[src/rtl/cpu_mem_pkg.sv]
// Shared types and default sizing for the I/D main-memory arbiter.
// Contents: FSM state enum, transaction owner enum, default widths/latency,
// and the block-offset mask helper used to align fill addresses.
package cpu_mem_pkg;

  localparam int unsigned ADDR_W_DEF      = 16;
  localparam int unsigned DATA_W_DEF      = 16;
  localparam int unsigned BLOCK_WORDS_DEF = 8;
  localparam int unsigned MEM_LAT_DEF     = 4;

  typedef enum logic [2:0] {
    S_IDLE  = 3'd0,
    S_ISSUE = 3'd1,
    S_DRAIN = 3'd2,
    S_WRITE = 3'd3,
    S_DONE  = 3'd4
  } state_t;

  typedef enum logic [1:0] {
    OWN_NONE = 2'd0,
    OWN_I    = 2'd1,
    OWN_D    = 2'd2
  } owner_t;

  // Byte-offset bits inside a block: one word is two bytes.
  function automatic logic [31:0] offset_mask(input int unsigned block_words);
    return 32'(2 * block_words - 1);
  endfunction

endpackage

[src/rtl/mem_arbiter_if.sv]
// Requester and main-memory bus of the arbiter.
// slave  : arbiter side (takes requests and read data, drives grants/fill/mem cmd)
// master : requester + memory side
interface mem_arbiter_if #(
  parameter int unsigned ADDR_W      = cpu_mem_pkg::ADDR_W_DEF,
  parameter int unsigned DATA_W      = cpu_mem_pkg::DATA_W_DEF,
  parameter int unsigned BLOCK_WORDS = cpu_mem_pkg::BLOCK_WORDS_DEF
);
  localparam int unsigned IDX_W = $clog2(BLOCK_WORDS);

  logic              i_req;
  logic [ADDR_W-1:0] i_addr;
  logic              i_grant;
  logic              i_fill_valid;
  logic              i_done;
  logic              d_req;
  logic              d_we;
  logic [ADDR_W-1:0] d_addr;
  logic [DATA_W-1:0] d_wdata;
  logic              d_grant;
  logic              d_fill_valid;
  logic              d_done;
  logic [DATA_W-1:0] fill_data;
  logic [IDX_W-1:0]  fill_idx;
  logic              mem_en;
  logic              mem_wr;
  logic [ADDR_W-1:0] mem_addr;
  logic [DATA_W-1:0] mem_wdata;
  logic [DATA_W-1:0] mem_rdata;
  logic              mem_rvalid;

  modport slave (
    input  i_req, i_addr, d_req, d_we, d_addr, d_wdata, mem_rdata, mem_rvalid,
    output i_grant, i_fill_valid, i_done, d_grant, d_fill_valid, d_done,
           fill_data, fill_idx, mem_en, mem_wr, mem_addr, mem_wdata
  );

  modport master (
    output i_req, i_addr, d_req, d_we, d_addr, d_wdata, mem_rdata, mem_rvalid,
    input  i_grant, i_fill_valid, i_done, d_grant, d_fill_valid, d_done,
           fill_data, fill_idx, mem_en, mem_wr, mem_addr, mem_wdata
  );
endinterface

[src/rtl/mem_arb_pick.sv]
// Combinational request picker for the memory arbiter.
// Ports: enable (arbiter idle), i_req, d_req, [last_d], grant_i, grant_d, sel.
// Build option ARB_RR_EN: ties alternate using last_d (1 = D granted last);
// otherwise D always wins a tie.
module mem_arb_pick
  import cpu_mem_pkg::*;
(
  input  logic   enable,
  input  logic   i_req,
  input  logic   d_req,
`ifdef ARB_RR_EN
  input  logic   last_d,
`endif
  output logic   grant_i,
  output logic   grant_d,
  output owner_t sel
);

  logic pick_d;

  // Decide which side wins; only meaningful when some request is present.
  always_comb begin
    pick_d = d_req;
`ifdef ARB_RR_EN
    if (d_req && i_req) pick_d = ~last_d;
`endif
  end

  always_comb begin
    grant_i = 1'b0;
    grant_d = 1'b0;
    sel     = OWN_NONE;
    if (enable && (i_req || d_req)) begin
      if (pick_d) begin
        grant_d = 1'b1;
        sel     = OWN_D;
      end else begin
        grant_i = 1'b1;
        sel     = OWN_I;
      end
    end
  end

endmodule

[src/rtl/mem_arbiter.sv]
// Shares main memory between the I- and D-side cache controllers: sequences
// BLOCK_WORDS-word block fills (pipelined reads, in-order returns) and
// single-word D writes.
// Ports: clk, rst_n (async, active low), bus (mem_arbiter_if.slave: requests,
// grants, fill return, memory command/read data), busy (not idle).
// Build option ARB_RR_EN: round-robin tie breaking instead of D priority.
module mem_arbiter
  import cpu_mem_pkg::*;
#(
  parameter int unsigned ADDR_W      = ADDR_W_DEF,
  parameter int unsigned DATA_W      = DATA_W_DEF,
  parameter int unsigned BLOCK_WORDS = BLOCK_WORDS_DEF
) (
  input  logic         clk,
  input  logic         rst_n,
  mem_arbiter_if.slave bus,
  output logic         busy
);

  localparam int unsigned IDX_W = $clog2(BLOCK_WORDS);
  localparam int unsigned CNT_W = IDX_W + 1;
  localparam logic [ADDR_W-1:0] BASE_MASK = ~ADDR_W'(offset_mask(BLOCK_WORDS));

  state_t            state;
  owner_t            owner;
  owner_t            sel;
  logic              grant_i;
  logic              grant_d;
  logic [IDX_W-1:0]  issue_cnt;
  logic [CNT_W-1:0]  recv_cnt;
  logic [ADDR_W-1:0] addr_q;
  logic [DATA_W-1:0] wdata_q;
  logic              accept;
  logic              last_word;
`ifdef ARB_RR_EN
  logic              last_d;
`endif

  mem_arb_pick u_pick (
    .enable  (state == S_IDLE),
    .i_req   (bus.i_req),
    .d_req   (bus.d_req),
`ifdef ARB_RR_EN
    .last_d  (last_d),
`endif
    .grant_i (grant_i),
    .grant_d (grant_d),
    .sel     (sel)
  );

  // Read returns count only while a fill is outstanding and not yet complete.
  assign accept    = ((state == S_ISSUE) || (state == S_DRAIN)) && bus.mem_rvalid
                     && (recv_cnt < CNT_W'(BLOCK_WORDS));
  assign last_word = accept && (recv_cnt == CNT_W'(BLOCK_WORDS - 1));

  // FSM, counters and latched command.
  always_ff @(posedge clk or negedge rst_n) begin
    if (!rst_n) begin
      state     <= S_IDLE;
      owner     <= OWN_NONE;
      issue_cnt <= '0;
      recv_cnt  <= '0;
      addr_q    <= '0;
      wdata_q   <= '0;
`ifdef ARB_RR_EN
      last_d    <= 1'b0;
`endif
    end else begin
      if (accept) recv_cnt <= recv_cnt + CNT_W'(1);
      case (state)
        S_IDLE: begin
          if (grant_i || grant_d) begin
            owner     <= sel;
            issue_cnt <= '0;
            recv_cnt  <= '0;
`ifdef ARB_RR_EN
            last_d    <= grant_d;
`endif
            if (grant_d && bus.d_we) begin
              addr_q  <= bus.d_addr;
              wdata_q <= bus.d_wdata;
              state   <= S_WRITE;
            end else begin
              addr_q  <= (grant_d ? bus.d_addr : bus.i_addr) & BASE_MASK;
              state   <= S_ISSUE;
            end
          end
        end
        S_ISSUE: begin
          // Address stays on the last word so it holds once issuing stops.
          if (issue_cnt == IDX_W'(BLOCK_WORDS - 1)) begin
            state <= S_DRAIN;
          end else begin
            issue_cnt <= issue_cnt + IDX_W'(1);
            addr_q    <= addr_q + ADDR_W'(2);
          end
        end
        S_DRAIN: if (last_word) state <= S_DONE;
        S_WRITE: state <= S_DONE;
        S_DONE: begin
          state <= S_IDLE;
          owner <= OWN_NONE;
        end
        default: state <= S_IDLE;
      endcase
    end
  end

  assign bus.i_grant      = grant_i;
  assign bus.d_grant      = grant_d;
  assign bus.i_fill_valid = accept && (owner == OWN_I);
  assign bus.d_fill_valid = accept && (owner == OWN_D);
  assign bus.fill_data    = accept ? bus.mem_rdata : '0;
  assign bus.fill_idx     = recv_cnt[IDX_W-1:0];
  assign bus.i_done       = (state == S_DONE) && (owner == OWN_I);
  assign bus.d_done       = (state == S_DONE) && (owner == OWN_D);
  assign bus.mem_en       = (state == S_ISSUE) || (state == S_WRITE);
  assign bus.mem_wr       = (state == S_WRITE);
  assign bus.mem_addr     = addr_q;
  assign bus.mem_wdata    = wdata_q;
  assign busy             = (state != S_IDLE);

endmodule

[src/flat_wrapper.sv]
// flat-port wrapper written by rule: the top's interface ports become plain ports
module mem_arbiter_flat import cpu_mem_pkg::*;
#(
  parameter int unsigned ADDR_W      = ADDR_W_DEF,
  parameter int unsigned DATA_W      = DATA_W_DEF,
  parameter int unsigned BLOCK_WORDS = BLOCK_WORDS_DEF
)
  (clk, rst_n, busy, bus_i_req, bus_i_addr, bus_d_req, bus_d_we, bus_d_addr, bus_d_wdata, bus_mem_rdata, bus_mem_rvalid, bus_i_grant, bus_i_fill_valid, bus_i_done, bus_d_grant, bus_d_fill_valid, bus_d_done, bus_fill_data, bus_fill_idx, bus_mem_en, bus_mem_wr, bus_mem_addr, bus_mem_wdata);
  mem_arbiter_if #(.ADDR_W(ADDR_W), .DATA_W(DATA_W), .BLOCK_WORDS(BLOCK_WORDS)) bus_i ();
  input  logic clk;
  input  logic rst_n;
  output logic busy;
  input wire logic [$bits(bus_i.i_req)-1:0] bus_i_req;
  input wire logic [$bits(bus_i.i_addr)-1:0] bus_i_addr;
  input wire logic [$bits(bus_i.d_req)-1:0] bus_d_req;
  input wire logic [$bits(bus_i.d_we)-1:0] bus_d_we;
  input wire logic [$bits(bus_i.d_addr)-1:0] bus_d_addr;
  input wire logic [$bits(bus_i.d_wdata)-1:0] bus_d_wdata;
  input wire logic [$bits(bus_i.mem_rdata)-1:0] bus_mem_rdata;
  input wire logic [$bits(bus_i.mem_rvalid)-1:0] bus_mem_rvalid;
  output wire logic [$bits(bus_i.i_grant)-1:0] bus_i_grant;
  output wire logic [$bits(bus_i.i_fill_valid)-1:0] bus_i_fill_valid;
  output wire logic [$bits(bus_i.i_done)-1:0] bus_i_done;
  output wire logic [$bits(bus_i.d_grant)-1:0] bus_d_grant;
  output wire logic [$bits(bus_i.d_fill_valid)-1:0] bus_d_fill_valid;
  output wire logic [$bits(bus_i.d_done)-1:0] bus_d_done;
  output wire logic [$bits(bus_i.fill_data)-1:0] bus_fill_data;
  output wire logic [$bits(bus_i.fill_idx)-1:0] bus_fill_idx;
  output wire logic [$bits(bus_i.mem_en)-1:0] bus_mem_en;
  output wire logic [$bits(bus_i.mem_wr)-1:0] bus_mem_wr;
  output wire logic [$bits(bus_i.mem_addr)-1:0] bus_mem_addr;
  output wire logic [$bits(bus_i.mem_wdata)-1:0] bus_mem_wdata;
  assign bus_i.i_req = bus_i_req;
  assign bus_i.i_addr = bus_i_addr;
  assign bus_i.d_req = bus_d_req;
  assign bus_i.d_we = bus_d_we;
  assign bus_i.d_addr = bus_d_addr;
  assign bus_i.d_wdata = bus_d_wdata;
  assign bus_i.mem_rdata = bus_mem_rdata;
  assign bus_i.mem_rvalid = bus_mem_rvalid;
  assign bus_i_grant = bus_i.i_grant;
  assign bus_i_fill_valid = bus_i.i_fill_valid;
  assign bus_i_done = bus_i.i_done;
  assign bus_d_grant = bus_i.d_grant;
  assign bus_d_fill_valid = bus_i.d_fill_valid;
  assign bus_d_done = bus_i.d_done;
  assign bus_fill_data = bus_i.fill_data;
  assign bus_fill_idx = bus_i.fill_idx;
  assign bus_mem_en = bus_i.mem_en;
  assign bus_mem_wr = bus_i.mem_wr;
  assign bus_mem_addr = bus_i.mem_addr;
  assign bus_mem_wdata = bus_i.mem_wdata;
  mem_arbiter #(.ADDR_W(ADDR_W), .DATA_W(DATA_W), .BLOCK_WORDS(BLOCK_WORDS)) u_core (.clk(clk), .rst_n(rst_n), .bus(bus_i), .busy(busy));
endmodule
[config.mk]
export PLATFORM = sky130hd
export DESIGN_NAME = mem_arbiter_flat
export DESIGN_NICKNAME = d
export VERILOG_FILES = /design/src/rtl/cpu_mem_pkg.sv /design/src/rtl/mem_arbiter_if.sv /design/src/rtl/mem_arb_pick.sv /design/src/rtl/mem_arbiter.sv /design/src/flat_wrapper.sv
export SDC_FILE = /design/constraint.sdc
export NUM_CORES = 1
export LEC_CHECK = 0
export BUFFER_PORTS_ARGS = -buffer_cell sky130_fd_sc_hd__buf_2
export CORE_UTILIZATION = 41
export DETAILED_ROUTE_END_ITERATION = 12
export GPL_TIMING_DRIVEN = 1
export HOLD_SLACK_MARGIN = 0.05
export PLACE_DENSITY_LB_ADDON = 0.08
export SLEW_MARGIN = 10
export SYNTH_ARGS = -nofsm -noshare
export SYNTH_HDL_FRONTEND = slang
export SYNTH_SLANG_ARGS = --single-unit
[constraint.sdc]
create_clock -name clk -period 1.75 [get_ports clk]
set_clock_uncertainty 0.05 [all_clocks]
set_input_delay 0.35 -clock clk [delete_from_list [all_inputs] [get_ports clk]]
set_output_delay 0.35 -clock clk [all_outputs]
set_load 0.05 [all_outputs]
==> flow_summary.ini <==
[global_routing]
grt_pass1_vias = 2595
grt_max_degree = 45
grt_overflow = 0
grt_usage_pct = 25.17
grt_pass1_wl_um = 12410
antenna_found_initial = 0

[detailed_routing]
dr.first_iter.drc_count = 161
drcViolationCount = 0
vias = 2828
wl_met2_um = 4273
drtPass1Iterations = 4
met1_length_um = 3750
routedWlPerCell_um = 16.82
drtAntennaViolNets = 0
vias_per_cell = 5.459
drt-total-wl_um = 8715
top_layer = met4
routed-wl-met3_um = 523

[clocking]
cts_root_buffer = clkbuf_8
clk_path_buf_depth = 2
htree_levels = 2
clkTransAtPathRegs_ps = 90
numCtsBuffers = 5
tritoncts = built
clock_latency_ps = 300
cts.sinks = 44

[timing]
maxSlewHeadroom_pct = 79.48
timing.final.ws_setup_ps = -235.6
drv_slew = 0
rsz0062_at_grt = true
timing.final.crit_share_pct = 113.5
worst_pin_slew_ps = 304.6
fin_setup_tns_ps = -6451
hold_viol_final = 0
fin_crit_ps = 1986
fmaxAchievable_mhz = 503.6
setup_viol = 55

[synthesis]
ys_ff_latch = 44
ys_seq_area_share_pct = 42.76
synthArstFlopShare_pct = 100.0
syn_area_per_cell_um2 = 9.644
syn-num-nets = 341
synth_area_um2 = 2575
synth_warnings = 0
synth_edf_count = 0
ys.flop_type = dfrtp_1
syn_inst = 267
yosysUniqueCellTypes = 56

[run_status]
violations = setup timing
outcome = finished with violations

[floorplan]
dieArea_um2 = 6602
core_um2 = 5991
die_y_um = 81.25
io_pins = 130
rows = 28
fp.dieW_um = 81.25
start_util_pct = 42.98

[placed_design]
pre_cts_slack_ps = -132.7
port_buffers = 125
place.gp.congestion = 0.8642
dp_hpwl_um = 5653

[power_and_ir_drop]
peakVddDrop_uv = 1187
powerDensity_nw_per_um2 = 2096
p_leak_uw = 0.002164

[critical_path]
slowest_delay_ps = 480
critical_path.max_fanout = 5
endpoint_kind = primary output
required_ps = 1350
rr_startpoint = u_core.state[0]
worstPathCellList = xor2_4 > and3_4 > and3b_2 > buf_6
critPathSlowestCell = dfrtp_2
arrival_ps = 1590
r2r-end = u_core.bus.mem_wdata[6]
startpoint_type = register
worstSetupPathType = reg2out
reg2reg_slack_ps = -110
reg2reg_depth = 6

[layout]
final_nets = 516
antenna_cells = 0
syn2layout_area_growth_pct = 73.81
fillCellCount = 426
drive_above_1_share_pct = 62.75

[hold_path]
whs_path_depth = 2
hold_end = u_core.bus.mem_wdata[1]
hold_class = in2reg
hold_start = bus_d_wdata[1]

[job]
max_cap_viol_count = 0
logic make-up (layout without fill, tap and decap cells):
family	after synthesis	in the layout	share of synthesized area [%]
buf+inv	26	200	5.005
flops	44	44	42.76
fa+ha+maj	4	4	1.944
xor+xnor	3	3	1.021
compound gates	62	62	17.59
mux	17	17	7.386
simple gates	111	113	24.30
metal layers:
metal	up-vias	track usage, %
li1	1335	-
met1	1347	33.26
met2	132	41.43
met3	14	4.831
met4	0	7.857
met5	-	0
layout make-up:
type | instances | area [µm²] | area share [%]
clock inverters | 3 | 42.54 | 0.9505
well taps | 75 | 93.84 | 2.097
repair buffers | 186 | 1423 | 31.79
inverters | 6 | 32.53 | 0.7269
multi-input cells | 199 | 1700 | 37.99
clock buffers | 5 | 68.82 | 1.538
flip-flops and latches | 44 | 1115 | 24.91
cells in the mapped netlist, types with 3 or more instances:
library cell,instances,share of area (%)
dfrtp_1,44,43
nor2_1,25,3.6
and2_1,18,4.4
mux2_2,16,7.0
nand2_1,16,2.3
a21oi_1,15,2.9
buf_2,13,2.5
nand3_1,7,1.4
nor2b_1,6,1.5
o21ai_0,6,1.2
and4_1,5,1.7
nand4_1,5,1.2
or3_1,5,1.2
buf_4,4,1.2
ha_1,4,1.9
inv_1,4,0.58
nor3_1,4,0.78
o21a_1,4,1.2
o311a_1,4,1.6
a311oi_1,3,1.0
a31oi_1,3,0.73
clkbuf_1,3,0.44
nor3b_1,3,0.87
o21bai_1,3,0.87
o22ai_1,3,0.73
worst max-delay path, delay by kind of cell (launching register included):
| family | cells | cell delay (ps) |
|---|---|---|
| flops | 1 | 480 |
| xor+xnor | 1 | 210 |
| buf+inv | 1 | 150 |
| simple gates | 2 | 450 |
flip-flops by register name, summed over array words and instances (netlist names):
register and flops:
u_core.bus.mem_addr 16, u_core.bus.mem_wdata 16, u_core.issue_cnt 3, u_core.owner 2
u_core.recv_cnt 4, u_core.state 3
power breakdown:
group | switching, µW | internal, µW
sequential | 443 | 1530
combinational | 3880 | 2730
clock | 377 | 423
placed cells by master (no fill, tap or decap), types with 3 or more instances in the layout:
master,netlist,final
a21oi_1,15,14
a311oi_2,0,3
a31oi_1,3,3
and2_4,0,16
and3_4,0,3
and4_1,5,4
buf_12,0,4
buf_2,13,100
buf_4,4,46
buf_6,0,13
buf_8,0,21
clkbuf_8,0,5
dfrtp_1,44,33
dfrtp_2,0,11
inv_1,4,4
mux2_4,0,14
nand2_1,16,14
nand3_1,7,7
nand4_1,5,5
nor2_1,25,20
nor2_4,1,4
nor2b_1,6,6
nor3b_4,0,4
o21a_1,4,4
o21ai_0,6,5
o21bai_1,3,3
o311a_1,4,4
or3_1,5,5
how the worst max path moves through the flow:
stage | startpoint | end | slack, ps | cells after the start
after floorplan | u_core.state[0] | bus_d_done | -140 | 5
after global placement | u_core.issue_cnt[0] | u_core.bus.mem_addr[14] | -110 | 6
after detailed placement | u_core.issue_cnt[0] | u_core.bus.mem_addr[14] | -130 | 6
after CTS | u_core.state[2] | bus_i_grant | -230 | 5
after global routing | u_core.state[0] | bus_i_fill_valid | -270 | 4
final | u_core.state[0] | bus_i_fill_valid | -240 | 4
through the flow:
step                power (µW)  hold WS (ps)  area (µm²)  utilization [%]  instances
finish                    9382         223.1        4476            74.71        518
global placement          7177         300.2        3680            61.42        490
global route              9872         216.7        4476            74.71        518
CTS                       8787         210.0        4207            70.22        510
detailed placement        7273         301.1        3680            61.42        490
floorplan                 5751         4.409        2709                -        267
repair_timing:
action	CTS	global route
cloned	2	1
pin swaps	12	18
hold endpoints to repair	44	0
hold buffers	1	0
resized for setup	88	46
setup endpoints to repair	39	58
setup buffers	9	7
(Power assumes the default switching activity.)
